--- config.mk ---
export PLATFORM = sky130hd
export DESIGN_NAME = lc3b_ewb
export DESIGN_NICKNAME = d
export VERILOG_FILES = /design/src/rtl/lc3b_ewb.sv
export SDC_FILE = /design/constraint.sdc
export NUM_CORES = 1
export LEC_CHECK = 0
export ABC_AREA = 0
export CORE_AREA = 2 2 225 227
export DETAILED_ROUTE_END_ITERATION = 8
export DIE_AREA = 0 0 227 229
export PLACE_DENSITY_LB_ADDON = 0.1
export SLEW_MARGIN = 20
export SYNTH_ARGS = -nofsm -noshare
export SYNTH_HDL_FRONTEND = slang
export SYNTH_SLANG_ARGS = --single-unit
--- constraint.sdc ---
create_clock -name clk -period 6.2 [get_ports clk]
set_input_delay 1.24 -clock clk [delete_from_list [all_inputs] [get_ports clk]]
set_output_delay 1.24 -clock clk [all_outputs]
set_load 0.005 [all_outputs]
--- src/rtl/lc3b_ewb.sv ---
// rtl/lc3b_ewb.sv - single-entry eviction write buffer between L1 and L2 line ports
// Optional hit/drain statistics counters are enabled by defining LC3B_EWB_STATS_EN.
module lc3b_ewb #(
  parameter int DRAIN_DELAY = 8
) (
  input  logic         clk,
  input  logic         reset_n,
  input  logic         u_read,
  input  logic         u_write,
  input  logic [15:0]  u_address,
  input  logic [127:0] u_wdata,
  output logic [127:0] u_rdata,
  output logic         u_resp,
  output logic         d_read,
  output logic         d_write,
  output logic [15:0]  d_address,
  output logic [127:0] d_wdata,
  input  logic [127:0] d_rdata,
  input  logic         d_resp,
  output logic [15:0]  hit_count,
  output logic [15:0]  drain_count
);

  localparam int CW = (DRAIN_DELAY < 1) ? 1 : $clog2(DRAIN_DELAY + 1);
  localparam logic [CW-1:0] DLY = CW'(DRAIN_DELAY);

  typedef enum logic [2:0] {IDLE, RESP, MISS_RD, DRAIN, DRAIN_WR} state_t;

  state_t         state;
  logic [127:0]   buf_line;
  logic [11:0]    buf_tag;
  logic           valid;
  logic [CW-1:0]  idle_cnt;
  logic           hit;

  // Offset bits within a line never matter to a line-granular buffer.
  logic unused_offset;
  assign unused_offset = &{1'b0, u_address[3:0]};

  assign hit = valid && (buf_tag == u_address[15:4]);

  always_ff @(posedge clk or negedge reset_n) begin
    if (!reset_n) begin
      state     <= IDLE;
      buf_line  <= '0;
      buf_tag   <= '0;
      valid     <= 1'b0;
      idle_cnt  <= '0;
      u_rdata   <= '0;
      u_resp    <= 1'b0;
      d_read    <= 1'b0;
      d_write   <= 1'b0;
      d_address <= '0;
      d_wdata   <= '0;
    end else begin
      u_resp <= 1'b0;
      case (state)
        IDLE: begin
          if (u_read) begin
            idle_cnt <= '0;
            if (hit) begin
              u_rdata <= buf_line;
              u_resp  <= 1'b1;
              state   <= RESP;
            end else begin
              // Miss reads bypass the buffered dirty line; it drains later.
              d_read    <= 1'b1;
              d_address <= {u_address[15:4], 4'h0};
              state     <= MISS_RD;
            end
          end else if (u_write) begin
            idle_cnt <= '0;
            if (!valid || hit) begin
              buf_line <= u_wdata;
              buf_tag  <= u_address[15:4];
              valid    <= 1'b1;
              u_resp   <= 1'b1;
              state    <= RESP;
            end else begin
              d_write   <= 1'b1;
              d_address <= {buf_tag, 4'h0};
              d_wdata   <= buf_line;
              state     <= DRAIN_WR;
            end
          end else if (!valid) begin
            idle_cnt <= '0;
          end else if (idle_cnt == DLY) begin
            d_write   <= 1'b1;
            d_address <= {buf_tag, 4'h0};
            d_wdata   <= buf_line;
            state     <= DRAIN;
          end else begin
            idle_cnt <= idle_cnt + 1'b1;
          end
        end
        RESP: state <= IDLE;
        MISS_RD: begin
          if (d_resp) begin
            u_rdata <= d_rdata;
            d_read  <= 1'b0;
            u_resp  <= 1'b1;
            state   <= RESP;
          end
        end
        DRAIN: begin
          if (d_resp) begin
            d_write  <= 1'b0;
            valid    <= 1'b0;
            idle_cnt <= '0;
            state    <= IDLE;
          end
        end
        DRAIN_WR: begin
          // The victim is out; the pending writeback now takes the entry.
          if (d_resp) begin
            d_write  <= 1'b0;
            buf_line <= u_wdata;
            buf_tag  <= u_address[15:4];
            valid    <= 1'b1;
            u_resp   <= 1'b1;
            state    <= RESP;
          end
        end
        default: state <= IDLE;
      endcase
    end
  end

`ifdef LC3B_EWB_STATS_EN
  logic        hit_evt;
  logic        drain_evt;
  logic [15:0] hit_cnt_q;
  logic [15:0] drain_cnt_q;

  assign hit_evt   = (state == IDLE) && u_read && hit;
  assign drain_evt = ((state == DRAIN) || (state == DRAIN_WR)) && d_resp;

  always_ff @(posedge clk or negedge reset_n) begin
    if (!reset_n) begin
      hit_cnt_q   <= '0;
      drain_cnt_q <= '0;
    end else begin
      if (hit_evt && (hit_cnt_q != 16'hFFFF))
        hit_cnt_q <= hit_cnt_q + 16'd1;
      if (drain_evt && (drain_cnt_q != 16'hFFFF))
        drain_cnt_q <= drain_cnt_q + 16'd1;
    end
  end

  assign hit_count   = hit_cnt_q;
  assign drain_count = drain_cnt_q;
`else
  assign hit_count   = 16'h0000;
  assign drain_count = 16'h0000;
`endif

endmodule
==> results.py <==
metrics = {
    "drt": {
        "via_count": 11400,
        "post-route-drc-count": 0,
        "detail_route.wirelength_mm": 52.3,
        "vias_per_cell": 4.70,
        "drt_first_iter_violations": 380,
        "top_layer_used": "met5",
        "detail_route.first_pass.iterations": 4,
        "metal1_wirelength_mm": 20.2,
        "total_length_of_routed_met3_wires_mm": 4.76,
        "route.met2.wl_mm": 26.3,
        "ant_nets": 0,
        "wl_per_cell_um": 21.7,
    },
    "floorplan": {
        "chipHeight_um": 229,
        "core_area_um2": 49700,
        "horizontal_die_dimension_um": 227,
        "die-area_um2": 52000,
        "start_util_pct": 37.1,
        "number_of_placed_i_o_pins": 584,
        "num_rows": 82,
    },
    "synth": {
        "main_combinational_cell_family_by_area_after_synthesis": "multiplexers",
        "synth_edf_count": 0,
        "ys_async_sr_fraction_pct": 100,
        "basic_gate_share_of_the_synthesized_area_counting_and_or_nand_and_nor_cells_pct": 1.14,
        "post_synth_fa_ha_maj_area_fraction_pct": 0.136,
        "yosysMostFrequentCell": "mux2_2",
        "xor_and_xnor_area_share_after_synthesis_pct": 0.618,
        "post_synthesis_cell_type_with_the_largest_combined_area": "dfrtp_1",
        "ys_seq_elements": 419,
        "syn_area_um2": 18400,
        "synth.distinct_cells": 37,
        "synthesized_instance_count": 1167,
        "synth_compound_gate_area_share_pct": 1.23,
        "synthMuxAreaShare_pct": 35.6,
        "synth_top_cells_by_area": "dfrtp_1 57%, mux2_2 27%, mux2_4 8.1%, buf_4 1.7%, buf_12 1.2%",
        "sequential_cell_area_fraction_in_the_yosys_report_pct": 56.9,
        "ys.warnings.count": 0,
        "post_synth_most_frequent_cells": "450 x mux2_2, 419 x dfrtp_1, 100 x mux2_4",
        "ys_dominant_reg_cell": "dfrtp_1",
        "synth_largest_type_area_fraction_pct": 56.9,
        "avgSynthCellArea_um2": 15.8,
    },
    "clocking": {
        "post_cts.resized_instances": 0,
        "ctsHoldBuffers": 0,
        "clk_root_buffer_cell": "clkbuf_16",
        "clk_pin_slew_ps": 50,
        "clock_sinks": 419,
        "cts.repair_timing.setup_buffer_count": 0,
        "ctsLongestPathBuffers": 3,
        "clock_tree_from_tritoncts": "yes",
        "worst_skew_pair.late_latency_ps": 570,
        "cts.htree.levels": 2,
        "tritoncts.num_buffers": 48,
    },
    "cells_and_area": {
        "syn_to_final_growth_pct": 40.2,
        "final_design_area_no_fill_um2": 25800,
        "n_fill_cell": 4335,
        "final_layout_size_suffix_gt1_share_pct": 36.8,
        "area_occupied_by_multi_input_gates_um2": 7320,
        "post_layout_nonfiller_instances": 2416,
        "sequential_cell_area_um2": 10500,
        "layout_nets": 1983,
    },
    "worst_setup_path": {
        "timing.critical_path.arrival_ps": 4330,
        "crit-reg2reg-launch": "buf_tag[7]",
        "r2r_cells": 6,
        "type_of_the_worst_setup_path": "in -> reg",
        "setup.reg_to_reg.worst_slack_ps": 3090,
        "cp-start-kind": "input pin",
        "timing.rr.end": "buf_line[110]",
        "crit_required_ps": 6640,
        "timing.critical_path.to_type": "flop",
        "critical_path.max_fanout": 60,
    },
    "global_route": {
        "grt_max_degree": 129,
        "grt_pass1_vias": 12200,
        "track_usage_pct": 19.9,
        "antenna_violations_before_repair": 16,
        "global_route_wire_length_before_repair_mm": 78.2,
        "globalRoute.totalOverflow": 0,
    },
    "place": {
        "place.gp.congestion": 0.778,
        "place_hpwl_mm": 35.9,
        "place_ws_ps": 1720,
        "placedCellCount": 2326,
        "portBuffers": 543,
        "placed_cell_area_um2": 24300,
    },
    "timing": {
        "final_max_slew_viol_count": 0,
        "final-setup-viol-count": 0,
        "achievable-frequency_mhz": 257,
        "totalNegativeSetupSlack_ps": 0,
        "fin_worst_skew_ps": 17.6,
        "period_minus_slack_ps": 3890,
        "min_setup_slack_post_route_ps": 2310,
        "timing_worst_slew_pin_value_ps": 991,
        "timing.slew.headroom_pct": 33.9,
        "timing_hold_violations_final": 0,
        "final_min_period_over_clock_period_pct": 62.7,
        "rsz0062_at_grt": "false",
    },
    "min_path": {
        "hold_depth": 1,
        "worst_hold_startpoint": "d_wdata[111]",
        "hold_class": "reg -> reg",
        "min_to": "d_wdata[111]",
    },
    "job": {
        "max-cap-violations": 0,
    },
    "pwr": {
        "power_leakage_nw": 11.0,
        "max-vdd-ir-drop_mv": 0.282,
        "fin_total_pwr_mw": 12.9,
        "p_per_area_nw_per_um2": 498,
    },
    "outcome": {
        "status": "finished, final reports clean",
    },
}
==> logic make-up after synthesis <==
kind of cell,Yosys count
xor+xnor,13
simple gates,41
buf+inv,108
other cells,1
compound gates,33
flops,419
mux,550
fa+ha+maj,2
==> final cells by class <==
class                      instances  area share, %
antenna                           11          0.107
clock buffer                      75           5.71
clock inverter                     4          0.174
inverter                           4         0.0581
multi-input combinational        675           28.3
sequential                       419           40.6
tap                              672           3.25
timing repair buffer             556           21.8
==> metrics by stage <==
| stage | hold WS [ps] | util, % |
|---|---|---|
| floorplan | 489 | - |
| global route | 511 | 52.0 |
| global placement | 485 | 48.9 |
| detailed placement | 491 | 48.9 |
| CTS | 504 | 52.0 |
| finish | 499 | 52.0 |
==> state kept, by name (all words and copies together) (netlist names) <==
register / cells
idle_cnt: 4
buf_tag: 12
d_write: 1
buf_line: 128
valid: 1
d_wdata: 128
state: 3
d_read: 1
u_rdata: 128
u_resp: 1
d_address: 12
==> metal layers <==
layer | vias up | global-route usage (%)
met5 | - | 0
met2 | 346 | 33.8
met1 | 5739 | 23.0
li1 | 5185 | -
met3 | 74 | 7.89
met4 | 12 | 6.31
==> worst max-delay path by stage <==
stage	endpoint	start	cells past startpoint
5_1_grt	buf_line[63]	u_address[11]	7
6_report	buf_line[110]	u_address[11]	7
4_1_cts	u_rdata[29]	u_address[11]	7
3_5_place_dp	u_rdata[29]	u_address[11]	7
2_1_floorplan	buf_line[100]	u_address[6]	9
3_3_place_gp	buf_line[58]	u_address[11]	7
==> critical path, cell delays in order <==
cell	delay, ps
clkdlybuf4s50_1	470
xor2_1	190
nor4_1	490
and3_1	440
a32o_4	570
buf_12	470
mux2_4	340
==> placed cells by master, fill, tap and decap left out, types with 2 or more instances in the layout <==
| cell | count |
|---|---|
| clkdlybuf4s50_1 | 542 |
| mux2_2 | 450 |
| dfrtp_1 | 419 |
| mux2_4 | 100 |
| clkbuf_16 | 49 |
| conb_1 | 36 |
| clkbuf_8 | 15 |
| xor2_1 | 13 |
| diode_2 | 11 |
| clkbuf_1 | 11 |
| nand2_1 | 9 |
| nor2_1 | 8 |
| o21ai_0 | 8 |
| buf_12 | 7 |
| a21oi_1 | 6 |
| buf_4 | 6 |
| nor2b_1 | 5 |
| nand3_1 | 5 |
| inv_1 | 4 |
| nor4_1 | 3 |
| a21o_1 | 3 |
| nor3_1 | 3 |
| clkinv_2 | 3 |
| o21ai_4 | 2 |
| or3b_2 | 2 |
| a311o_1 | 2 |
| a22o_1 | 2 |
| nand2b_1 | 2 |
| o31a_1 | 2 |
| ha_1 | 2 |
==> power by group <==
part / total [mW] / switching (mW) / internal [mW] / leakage [nW]
clock network: 2.76 / 1.10 / 1.65 / 0.751
logic: 5.25 / 1.73 / 3.52 / 5.12
registers: 4.85 / 0.805 / 4.04 / 5.14
No activity file was read; power rests on OpenSTA's default activity.
